--- src/rtl/regbank_write_arbiter_if.sv ---
// Register-bank write port bundle: source A request/ack, source B push
// channel, bank busy, and the arbitrated write toward the RegDst mux.
//   master : drives requests, B pushes and bank_busy; observes the write
//   slave  : the arbiter side
interface regbank_write_arbiter_if #(
    parameter int unsigned DATA_W = 32
);
    logic              a_req;
    logic [1:0]        a_regdst;
    logic [DATA_W-1:0] a_data;
    logic              a_ack;

    logic              b_valid;
    logic [1:0]        b_regdst;
    logic [DATA_W-1:0] b_data;
    logic              b_ready;

    logic              bank_busy;

    logic [1:0]        RegDst;
    logic [DATA_W-1:0] wr_data;
    logic              RegWrite;
    logic              grant_b;

    modport master (
        output a_req, a_regdst, a_data,
        output b_valid, b_regdst, b_data,
        output bank_busy,
        input  a_ack, b_ready, RegDst, wr_data, RegWrite, grant_b
    );

    modport slave (
        input  a_req, a_regdst, a_data,
        input  b_valid, b_regdst, b_data,
        input  bank_busy,
        output a_ack, b_ready, RegDst, wr_data, RegWrite, grant_b
    );
endinterface

--- src/rtl/regbank_write_arbiter.sv ---
// Arbitrates the single register-bank write port between source A (fixed
// priority) and a 2-entry buffered source B, with a starvation counter that
// forces a B grant after STARVE_MAX consecutive A grants.
// Ports:
//   clk    : system clock, rising edge
//   reset  : asynchronous, active-low
//   bus    : slave side of regbank_write_arbiter_if (A req/ack, B push,
//            bank_busy, RegDst/wr_data/RegWrite/grant_b)
module regbank_write_arbiter #(
    parameter int unsigned DATA_W     = 32,
    parameter int unsigned STARVE_MAX = 3
) (
    input  logic                    clk,
    input  logic                    reset,
    regbank_write_arbiter_if.slave  bus
);
    localparam int unsigned CNT_W      = 3;
    localparam int unsigned FIFO_DEPTH = 2;

    typedef enum logic {IDLE, WRITE} state_t;

    typedef struct packed {
        logic [1:0]        regdst;
        logic [DATA_W-1:0] data;
    } b_entry_t;

    state_t            state_q, state_d;
    logic              reg_write_q, reg_write_d;
    logic              a_ack_q, a_ack_d;
    logic              grant_b_q, grant_b_d;
    logic [1:0]        regdst_q, regdst_d;
    logic [DATA_W-1:0] wr_data_q, wr_data_d;
    logic [CNT_W-1:0]  starve_q, starve_d;

    b_entry_t          fifo_q [FIFO_DEPTH];
    logic              wr_ptr_q, rd_ptr_q;
    logic [1:0]        count_q;
    logic              fifo_ne, b_ready_int, push, pop;
    b_entry_t          head;

    assign b_ready_int = (count_q < 2'd2);
    assign fifo_ne     = (count_q != 2'd0);
    assign push        = bus.b_valid & b_ready_int;
    assign head        = fifo_q[rd_ptr_q];

    // Grant decision in IDLE; WRITE lasts one cycle and always returns to IDLE.
    always_comb begin
        state_d     = state_q;
        reg_write_d = 1'b0;
        a_ack_d     = 1'b0;
        grant_b_d   = 1'b0;
        regdst_d    = regdst_q;
        wr_data_d   = wr_data_q;
        starve_d    = starve_q;
        pop         = 1'b0;

        case (state_q)
            IDLE: begin
                if (!bus.bank_busy) begin
                    if (fifo_ne && (!bus.a_req || starve_q == CNT_W'(STARVE_MAX))) begin
                        pop         = 1'b1;
                        regdst_d    = head.regdst;
                        wr_data_d   = head.data;
                        reg_write_d = 1'b1;
                        grant_b_d   = 1'b1;
                        state_d     = WRITE;
                    end else if (bus.a_req) begin
                        regdst_d    = bus.a_regdst;
                        wr_data_d   = bus.a_data;
                        reg_write_d = 1'b1;
                        a_ack_d     = 1'b1;
                        state_d     = WRITE;
                    end
                end
            end
            WRITE:   state_d = IDLE;
            default: state_d = IDLE;
        endcase

        // Starvation only accrues while B actually has something waiting.
        if (!fifo_ne || pop) begin
            starve_d = '0;
        end else if (a_ack_d && starve_q != CNT_W'(STARVE_MAX)) begin
            starve_d = starve_q + CNT_W'(1);
        end
    end

    // FSM and registered outputs.
    always_ff @(posedge clk or negedge reset) begin
        if (!reset) begin
            state_q     <= IDLE;
            reg_write_q <= 1'b0;
            a_ack_q     <= 1'b0;
            grant_b_q   <= 1'b0;
            regdst_q    <= 2'b00;
            wr_data_q   <= '0;
            starve_q    <= '0;
        end else begin
            state_q     <= state_d;
            reg_write_q <= reg_write_d;
            a_ack_q     <= a_ack_d;
            grant_b_q   <= grant_b_d;
            regdst_q    <= regdst_d;
            wr_data_q   <= wr_data_d;
            starve_q    <= starve_d;
        end
    end

    // B FIFO: push and pop on the same edge leave the count unchanged.
    always_ff @(posedge clk or negedge reset) begin
        if (!reset) begin
            fifo_q[0] <= '0;
            fifo_q[1] <= '0;
            wr_ptr_q  <= 1'b0;
            rd_ptr_q  <= 1'b0;
            count_q   <= 2'd0;
        end else begin
            if (push) begin
                fifo_q[wr_ptr_q] <= '{regdst: bus.b_regdst, data: bus.b_data};
                wr_ptr_q         <= ~wr_ptr_q;
            end
            if (pop) begin
                rd_ptr_q <= ~rd_ptr_q;
            end
            count_q <= count_q + 2'(push) - 2'(pop);
        end
    end

    assign bus.a_ack    = a_ack_q;
    assign bus.grant_b  = grant_b_q;
    assign bus.RegWrite = reg_write_q;
    assign bus.RegDst   = regdst_q;
    assign bus.wr_data  = wr_data_q;
    assign bus.b_ready  = b_ready_int;
endmodule

--- src/flat_wrapper.sv ---
// flat-port wrapper written by rule: the top's interface ports become plain ports
module regbank_write_arbiter_flat 
#(
    parameter int unsigned DATA_W     = 32,
    parameter int unsigned STARVE_MAX = 3
)
  (clk, reset, bus_a_req, bus_a_regdst, bus_a_data, bus_b_valid, bus_b_regdst, bus_b_data, bus_bank_busy, bus_a_ack, bus_b_ready, bus_RegDst, bus_wr_data, bus_RegWrite, bus_grant_b);
  regbank_write_arbiter_if #(.DATA_W(DATA_W)) bus_i ();
  input  logic clk;
  input  logic reset;
  input wire logic [$bits(bus_i.a_req)-1:0] bus_a_req;
  input wire logic [$bits(bus_i.a_regdst)-1:0] bus_a_regdst;
  input wire logic [$bits(bus_i.a_data)-1:0] bus_a_data;
  input wire logic [$bits(bus_i.b_valid)-1:0] bus_b_valid;
  input wire logic [$bits(bus_i.b_regdst)-1:0] bus_b_regdst;
  input wire logic [$bits(bus_i.b_data)-1:0] bus_b_data;
  input wire logic [$bits(bus_i.bank_busy)-1:0] bus_bank_busy;
  output wire logic [$bits(bus_i.a_ack)-1:0] bus_a_ack;
  output wire logic [$bits(bus_i.b_ready)-1:0] bus_b_ready;
  output wire logic [$bits(bus_i.RegDst)-1:0] bus_RegDst;
  output wire logic [$bits(bus_i.wr_data)-1:0] bus_wr_data;
  output wire logic [$bits(bus_i.RegWrite)-1:0] bus_RegWrite;
  output wire logic [$bits(bus_i.grant_b)-1:0] bus_grant_b;
  assign bus_i.a_req = bus_a_req;
  assign bus_i.a_regdst = bus_a_regdst;
  assign bus_i.a_data = bus_a_data;
  assign bus_i.b_valid = bus_b_valid;
  assign bus_i.b_regdst = bus_b_regdst;
  assign bus_i.b_data = bus_b_data;
  assign bus_i.bank_busy = bus_bank_busy;
  assign bus_a_ack = bus_i.a_ack;
  assign bus_b_ready = bus_i.b_ready;
  assign bus_RegDst = bus_i.RegDst;
  assign bus_wr_data = bus_i.wr_data;
  assign bus_RegWrite = bus_i.RegWrite;
  assign bus_grant_b = bus_i.grant_b;
  regbank_write_arbiter #(.DATA_W(DATA_W), .STARVE_MAX(STARVE_MAX)) u_core (.clk(clk), .reset(reset), .bus(bus_i));
endmodule
--- config.mk ---
export PLATFORM = sky130hd
export DESIGN_NAME = regbank_write_arbiter_flat
export DESIGN_NICKNAME = d
export VERILOG_FILES = /design/src/rtl/regbank_write_arbiter_if.sv /design/src/rtl/regbank_write_arbiter.sv /design/src/flat_wrapper.sv
export SDC_FILE = /design/constraint.sdc
export NUM_CORES = 1
export LEC_CHECK = 0
export BUFFER_PORTS_ARGS = -buffer_cell sky130_fd_sc_hd__buf_4
export CORE_MARGIN = 1
export CORE_UTILIZATION = 30
export DETAILED_ROUTE_END_ITERATION = 8
export GPL_TIMING_DRIVEN = 0
export HOLD_SLACK_MARGIN = 0.03
export SETUP_SLACK_MARGIN = 0.05
export SYNTH_ARGS = -nofsm -noshare
export SYNTH_HDL_FRONTEND = slang
export SYNTH_SLANG_ARGS = --single-unit
--- constraint.sdc ---
create_clock -name clk -period 2.95 [get_ports clk]
set_input_delay 0.885 -clock clk [delete_from_list [all_inputs] [get_ports clk]]
set_output_delay 0.885 -clock clk [all_outputs]
set_load 0.02 [all_outputs]
# [Yosys cells after proc, flatten, opt, wreduce, memory -nomap -nowiden]
# Index checks and enable logic that the tools add are counted.
[op_classes] multipliers=0 n_reduce_logical=11 eq_ne=2 n_addsub=3 bitwise=7 n_lt_le_gt_ge=4 div=0 n_shift=0 muxes=23
[op_table] cell="34-bit 2-to-1 mux" n=4
[op_table] cell="68-bit bitwise mux" n=1
[op_table] cell="32-bit 2-to-1 mux" n=2
[op_table] cell="34-bit demux with 1-bit select" n=1
[op_table] cell="1-bit 2-to-1 mux" n=10
[op_table] cell="3-bit 2-to-1 mux" n=2
[op_table] cell="2-bit nonzero test" n=3
[op_table] cell="2-bit >= comparator, second input constant" n=2
[op_table] cell="2-bit 2-to-1 mux" n=2
[op_table] cell="1-bit inverter" n=4
[op_table] cell="1-bit inverter with 2-bit output" n=2
[op_table] cell="3-bit by 1-bit adder with 3-bit output, second input constant" n=1
[op_table] cell="3-bit by 2-bit equality test with 1-bit output, second input constant" n=1
[op_table] cell="1-bit logical AND" n=3
[op_table] cell="3-bit by 2-bit inequality test with 1-bit output, second input constant" n=1
[op_table] cell="3-bit AND reduction" n=1
[op_table] cell="2-bit by 1-bit adder with 2-bit output" n=1
[op_table] cell="1-bit zero test" n=2
[op_table] cell="1-bit logical OR" n=2
[op_table] cell="2-bit by 1-bit < comparator with 1-bit output, second input constant" n=1
[op_table] cell="2-bit < comparator, second input constant" n=1
[op_table] cell="1-bit one-hot mux with 2 select lines" n=1
[op_table] cell="2-bit by 1-bit subtractor with 2-bit output" n=1
[op_table] cell="1-bit AND" n=1
[word_totals] in_bits=73 reg_bits=113 elab_cells=64 ram_bits=0 latch_bits=0 mem_bits_ro=0 n_memories=0 out_inout_bits=38

# [Logic depth before layout (Yosys ltp)]
[depth] ltp_word=9 ltp_mapped=11 mapped_depth_nobuf=9

# [Worst setup path after synthesis]
# No wires, ideal clock.
[synth_path] path_kind="input -> register" from="in bus_a_req" to="reg u_core.count_q[1]" n_path_buf=2 path_stages=9 setup_time_ns=0.080 path_slack_ns=0.663 required_ns=2.870 t_arrival_ns=2.207 cell_sequence="nor2b_1 > buf_4 > buf_4 > nor3_4 > ha_1 > inv_1 > ha_1 > xnor2_1 > xnor2_1"
[synth_via] elab_chain_cells=7
[synth_rtl] element="start, declared" line="flat_wrapper.sv:11" source="input wire logic [$bits(bus_i.a_req)-1:0] bus_a_req;"
[synth_rtl] element="1-bit zero test" line="regbank_write_arbiter.sv:60" source="if (fifo_ne && (!bus.a_req || starve_q == CNT_W'(STARVE_MAX))) begin"
[synth_rtl] element="1-bit logical OR" line="regbank_write_arbiter.sv:60"
[synth_rtl] element="1-bit logical AND" line="regbank_write_arbiter.sv:60"
[synth_rtl] element="1-bit 2-to-1 mux (3 in series)"
[synth_rtl] element="via u_core.grant_b_d" line="regbank_write_arbiter.sv:30" source="logic grant_b_q, grant_b_d;"
[synth_rtl] element="2-bit by 1-bit subtractor with 2-bit output" line="regbank_write_arbiter.sv:125" source="count_q <= count_q + 2'(push) - 2'(pop);"
[synth_rtl] element="end signal, assigned" line="regbank_write_arbiter.sv:125"
[synth_rtl] element="end, declared" line="regbank_write_arbiter.sv:37" source="logic [1:0] count_q;"
# The timed path passes the listed nets, and every way through them passes these cells.
# A chain may end at the register's enable or synchronous reset.

# [Worst setup path in the final report]
[layout_path] from="reg u_core.starve_q[0]" to="reg u_core.count_q[1]"
[layout_via] elab_chain_cells=7
[layout_rtl] element="start, declared" line="regbank_write_arbiter.sv:33" source="logic [CNT_W-1:0] starve_q, starve_d;"
[layout_rtl] element="start signal, assigned" line="regbank_write_arbiter.sv:105" source="starve_q <= starve_d;"
[layout_rtl] element="3-bit by 2-bit equality test with 1-bit output" line="regbank_write_arbiter.sv:60"
[layout_rtl] element="1-bit logical OR" line="regbank_write_arbiter.sv:60"
[layout_rtl] element="1-bit logical AND" line="regbank_write_arbiter.sv:60"
[layout_rtl] element="1-bit 2-to-1 mux (3 in series)"
[layout_rtl] element="via u_core.grant_b_d" line="regbank_write_arbiter.sv:30"
[layout_rtl] element="2-bit by 1-bit subtractor with 2-bit output" line="regbank_write_arbiter.sv:125"
# The timed path passes the listed nets, and every way through them passes these cells.

==> results by group <==
Clock tree
  • Postcts setup bufs: 0
  • Bufs on Longest Clock Path: 2
  • Register clock-pin slew on the reported worst setup and hold paths: 0.08 ns
  • CTS tree: built
  • Hold_buf cts: 0
  • Total CTS buffers: 9
  • Sink Count: 112
  • # resized after CTS: 0
  • H-Tree Depth: 3
  • Clk_lat worst skew: 0.36 ns
  • Clock tree root driver cell: clkbuf_16

Worst setup path
  • Delay-heaviest family, CP: adder cells
  • Kind of critical path: reg2reg
  • Critical path cell sequence: ha_1, ha_1, nor2b_1, buf_4, buf_4, nor3_4, ha_1, inv_1, ha_1, xnor2_1, xnor2_1
  • CP arrival: 2.57 ns
  • Max stage delay on crit path: 0.40 ns
  • Critical path startpoint category: flop
  • Buf/Inv on CP: 3
  • Worst-path fanout max: 10
  • CP Data Required Time: 3.19 ns
  • Worst Setup End Kind: flop
  • Crit-path slowest cell: dfrtp_1
  • Cell mode on critical path: ha_1

Timing
  • Transition time of the tightest slew-check pin: 0.938 ns
  • Count of final hold-check violations: 0
  • RSZ-0062 raised after global routing: false
  • Maximum clock frequency: 0.430 GHz
  • Setup violators final: 0
  • Max-slew violation count: 0
  • Setup_tns: 0 ns
  • Clock skew: 0.00849 ns
  • Tcrit/Tclk final: 0.788
  • Final min period: 2.32 ns
  • Slew HR: 0.370

Power and ir drop
  • Combinational power share: 0.436
  • Sw Share: 0.359
  • Lkg Pwr: 3.00 nW
  • VDD IR-drop max: 0.461 mV
  • Clock power frac: 0.200
  • Sw Pwr: 2.70 mW
  • Pwr Density: 1090 nW/um2
  • Internal power: 4.83 mW
  • Overall Power: 7.53 mW
  • Flop pwr share: 0.364

Yosys
  • Proportion of synthesized area in mux cells: 0.162
  • Syn Area/Cell: 12.7 um2
  • Unique masters post-synth: 33
  • Synth Instances: 426
  • Flip-flop and latch count after synthesis: 112
  • Simple-Gate Fraction of Synth Area: 0.0618
  • Xor and xnor area share after synthesis: 0.00645
  • Synth Area in Compound Gates: 0.190
  • Synth Area in Adders: 0.00922
  • Synth Cell Area: 5430 um2
  • Synth top area cells: dfrtp_1 52%, mux2_4 8.3%, mux2_2 7.9%
  • Largest family of logic cells by synthesized area: compound AO/OA/AOI/OAI gates
  • Sequential area share after synthesis: 0.516
  • Syn nets: 503
  • Leading area contributor after synthesis: dfrtp_1
  • Synth warnings: 0
  • Yosys top cell area share: 0.516

Drt
  • Via count: 3982
  • Vias/cell: 5.12
  • Starting DRT DRC Count: 165
  • Routed length per instance: 19.1 um
  • Drt first pass iters: 4
  • Antenna Nets Post-Route: 0
  • DRC viols: 0
  • Detailed Route WL: 14900 um

Global routing
  • Number of global-route vias before repair: 4271
  • Grt total ovfl: 0
  • Pin count of the biggest net entering global routing: 113
  • Tot GR Track Use: 0.170
  • Initial antenna violation count: 0
  • First-pass GRT wire length: 23500 um

Floorplan
  • Std cell rows: 48
  • Initial Utilization: 0.311
  • Die footprint: 18600 um2
  • Die H: 137 um
  • CORE AREA: 17500 um2
  • Die X: 137 um
  • # IOs: 111

Place
  • Final HPWL DP: 10600 um
  • PortBufs: 110
  • Cells after DPL: 761
  • Routability cong.: 0.768

Cells and area
  • Final Util: 0.397
  • Post-layout net count: 625
  • FF+latch area: 2800 um2
  • Layout cell share with drive strength beyond 1: 0.441
  • Post-route insts no fill: 778
  • Area grow syn2layout: 27.8%
  • Multi-input gate area: 2330 um2
  • Fill count: 1686
  • Diode count: 0

Worst hold path
  • Worst hold path type: in2async

Outcome
  • Status: completed

Run
  • Max Cap Viol: 0
-- stage by stage --
| step | worst slack, ns | area [um2] | hold slack (ns) |
|---|---|---|---|
| after floorplan | 0.663 | 5430 | 0.473 |
| after global placement | 0.253 | 6540 | 0.479 |
| after detailed placement | 0.286 | 6540 | 0.487 |
| after CTS | 0.607 | 6900 | 0.506 |
| after global routing | 0.479 | 6930 | 0.496 |
| final | 0.626 | 6930 | 0.460 |
-- cell usage in the layout (no fill, tap or decap), types with 4 or more instances in the layout --
cell type,Yosys,layout
mux2_2,38,38
o31ai_1,34,34
nor2b_1,35,35
buf_4,3,112
buf_6,13,14
ha_1,4,4
clkbuf_1,12,12
a2111oi_2,16,16
o21ai_0,32,32
nand2_1,4,4
clkbuf_16,0,9
mux2_4,30,30
bufinv_16,0,4
dfrtp_1,112,112
a21oi_1,38,38
buf_2,8,8
a2111oi_0,18,18
inv_1,5,5
-- final timing paths --
path / start / end / slack (ns) / cells after the start
worst min register to register: u_core.fifo_q[31] / u_core.fifo_q[31] / 0.51 / 1
worst max-delay path: u_core.starve_q[0] / u_core.count_q[1] / 0.63 / 11
min in group clk: u_core.fifo_q[31] / u_core.fifo_q[31] / 0.51 / 1
worst min-delay path: reset / u_core.bus.wr_data[9] / 0.46 / 1
worst max register to register: u_core.starve_q[0] / u_core.count_q[1] / 0.63 / 11
max in group asynchronous: reset / u_core.bus.wr_data[23] / 1.80 / 2
-- cells by family (layout without fill, tap and decap cells) --
logic type               count (synthesis)  in the layout
AO/OA/AOI/OAI                          141            141
XOR/XNOR                                 4              4
adder cells (fa/ha/maj)                  4              4
buffers and inverters                   45            172
flip-flops                             112            112
multiplexers                            68             68
AND/OR/NAND/NOR                         52             52
-- metal layers --
layer,global-route usage,part of all wire,up-vias
li1,-,-,1824
met1,0.218,0.45,2038
met4,0.0488,0.013,0
met5,0,0,-
met3,0.0441,0.055,16
met2,0.282,0.48,104
-- synth_stat cells (all sizes together) --
master / number
a2111oi: 34
a21oi: 38
buf: 25
clkbuf: 15
dfrtp: 112
ha: 4
inv: 5
mux2: 68
nand2: 5
nand2b: 1
nand3: 1
nor2: 2
nor2b: 37
nor3: 2
o21ai: 35
o31ai: 34
or2: 2
or3: 2
xnor2: 2
xor2: 2
-- power by group through the flow --
stage | Clock, mW | Sequential, mW | Combinational [mW]
floorplan | 0 | 2.92 | 2.01
detailed placement | 0 | 2.76 | 3.31
finish | 1.51 | 2.74 | 3.28
global placement | 0 | 2.70 | 3.22
global route | 1.61 | 2.82 | 3.55
CTS | 1.54 | 2.73 | 3.32
-- worst register-to-register path, delay by kind of cell (launching register included) --
| kind | cells | cell delay [ns] |
|---|---|---|
| adders and majority gates | 4 | 0.87 |
| buffers and inverters | 3 | 0.48 |
| DFF | 1 | 0.40 |
| xor gates and xnor gates | 2 | 0.25 |
| and+or+nand+nor | 2 | 0.20 |
-- final cells by class --
| type | count | area share |
|---|---|---|
| sequential | 112 | 0.404 |
| multi-input combinational | 269 | 0.336 |
| timing repair buffer | 111 | 0.124 |
| tap | 225 | 0.0406 |
| buffer | 40 | 0.0401 |
| clock buffer | 9 | 0.0325 |
| clock inverter | 7 | 0.0206 |
| inverter | 5 | 0.00271 |
-- sequential cells by signal, summed over array words and instances, names as in the netlist --
register / cells
u_core.bus.wr_data: 32
u_core.bus.grant_b: 1
u_core.fifo_q: 68
u_core.count_q: 2
u_core.bus.RegWrite: 1
u_core.bus.a_ack: 1
u_core.bus.RegDst: 2
u_core.starve_q: 3
u_core.rd_ptr_q: 1
u_core.wr_ptr_q: 1
(Power assumes the default switching activity.)
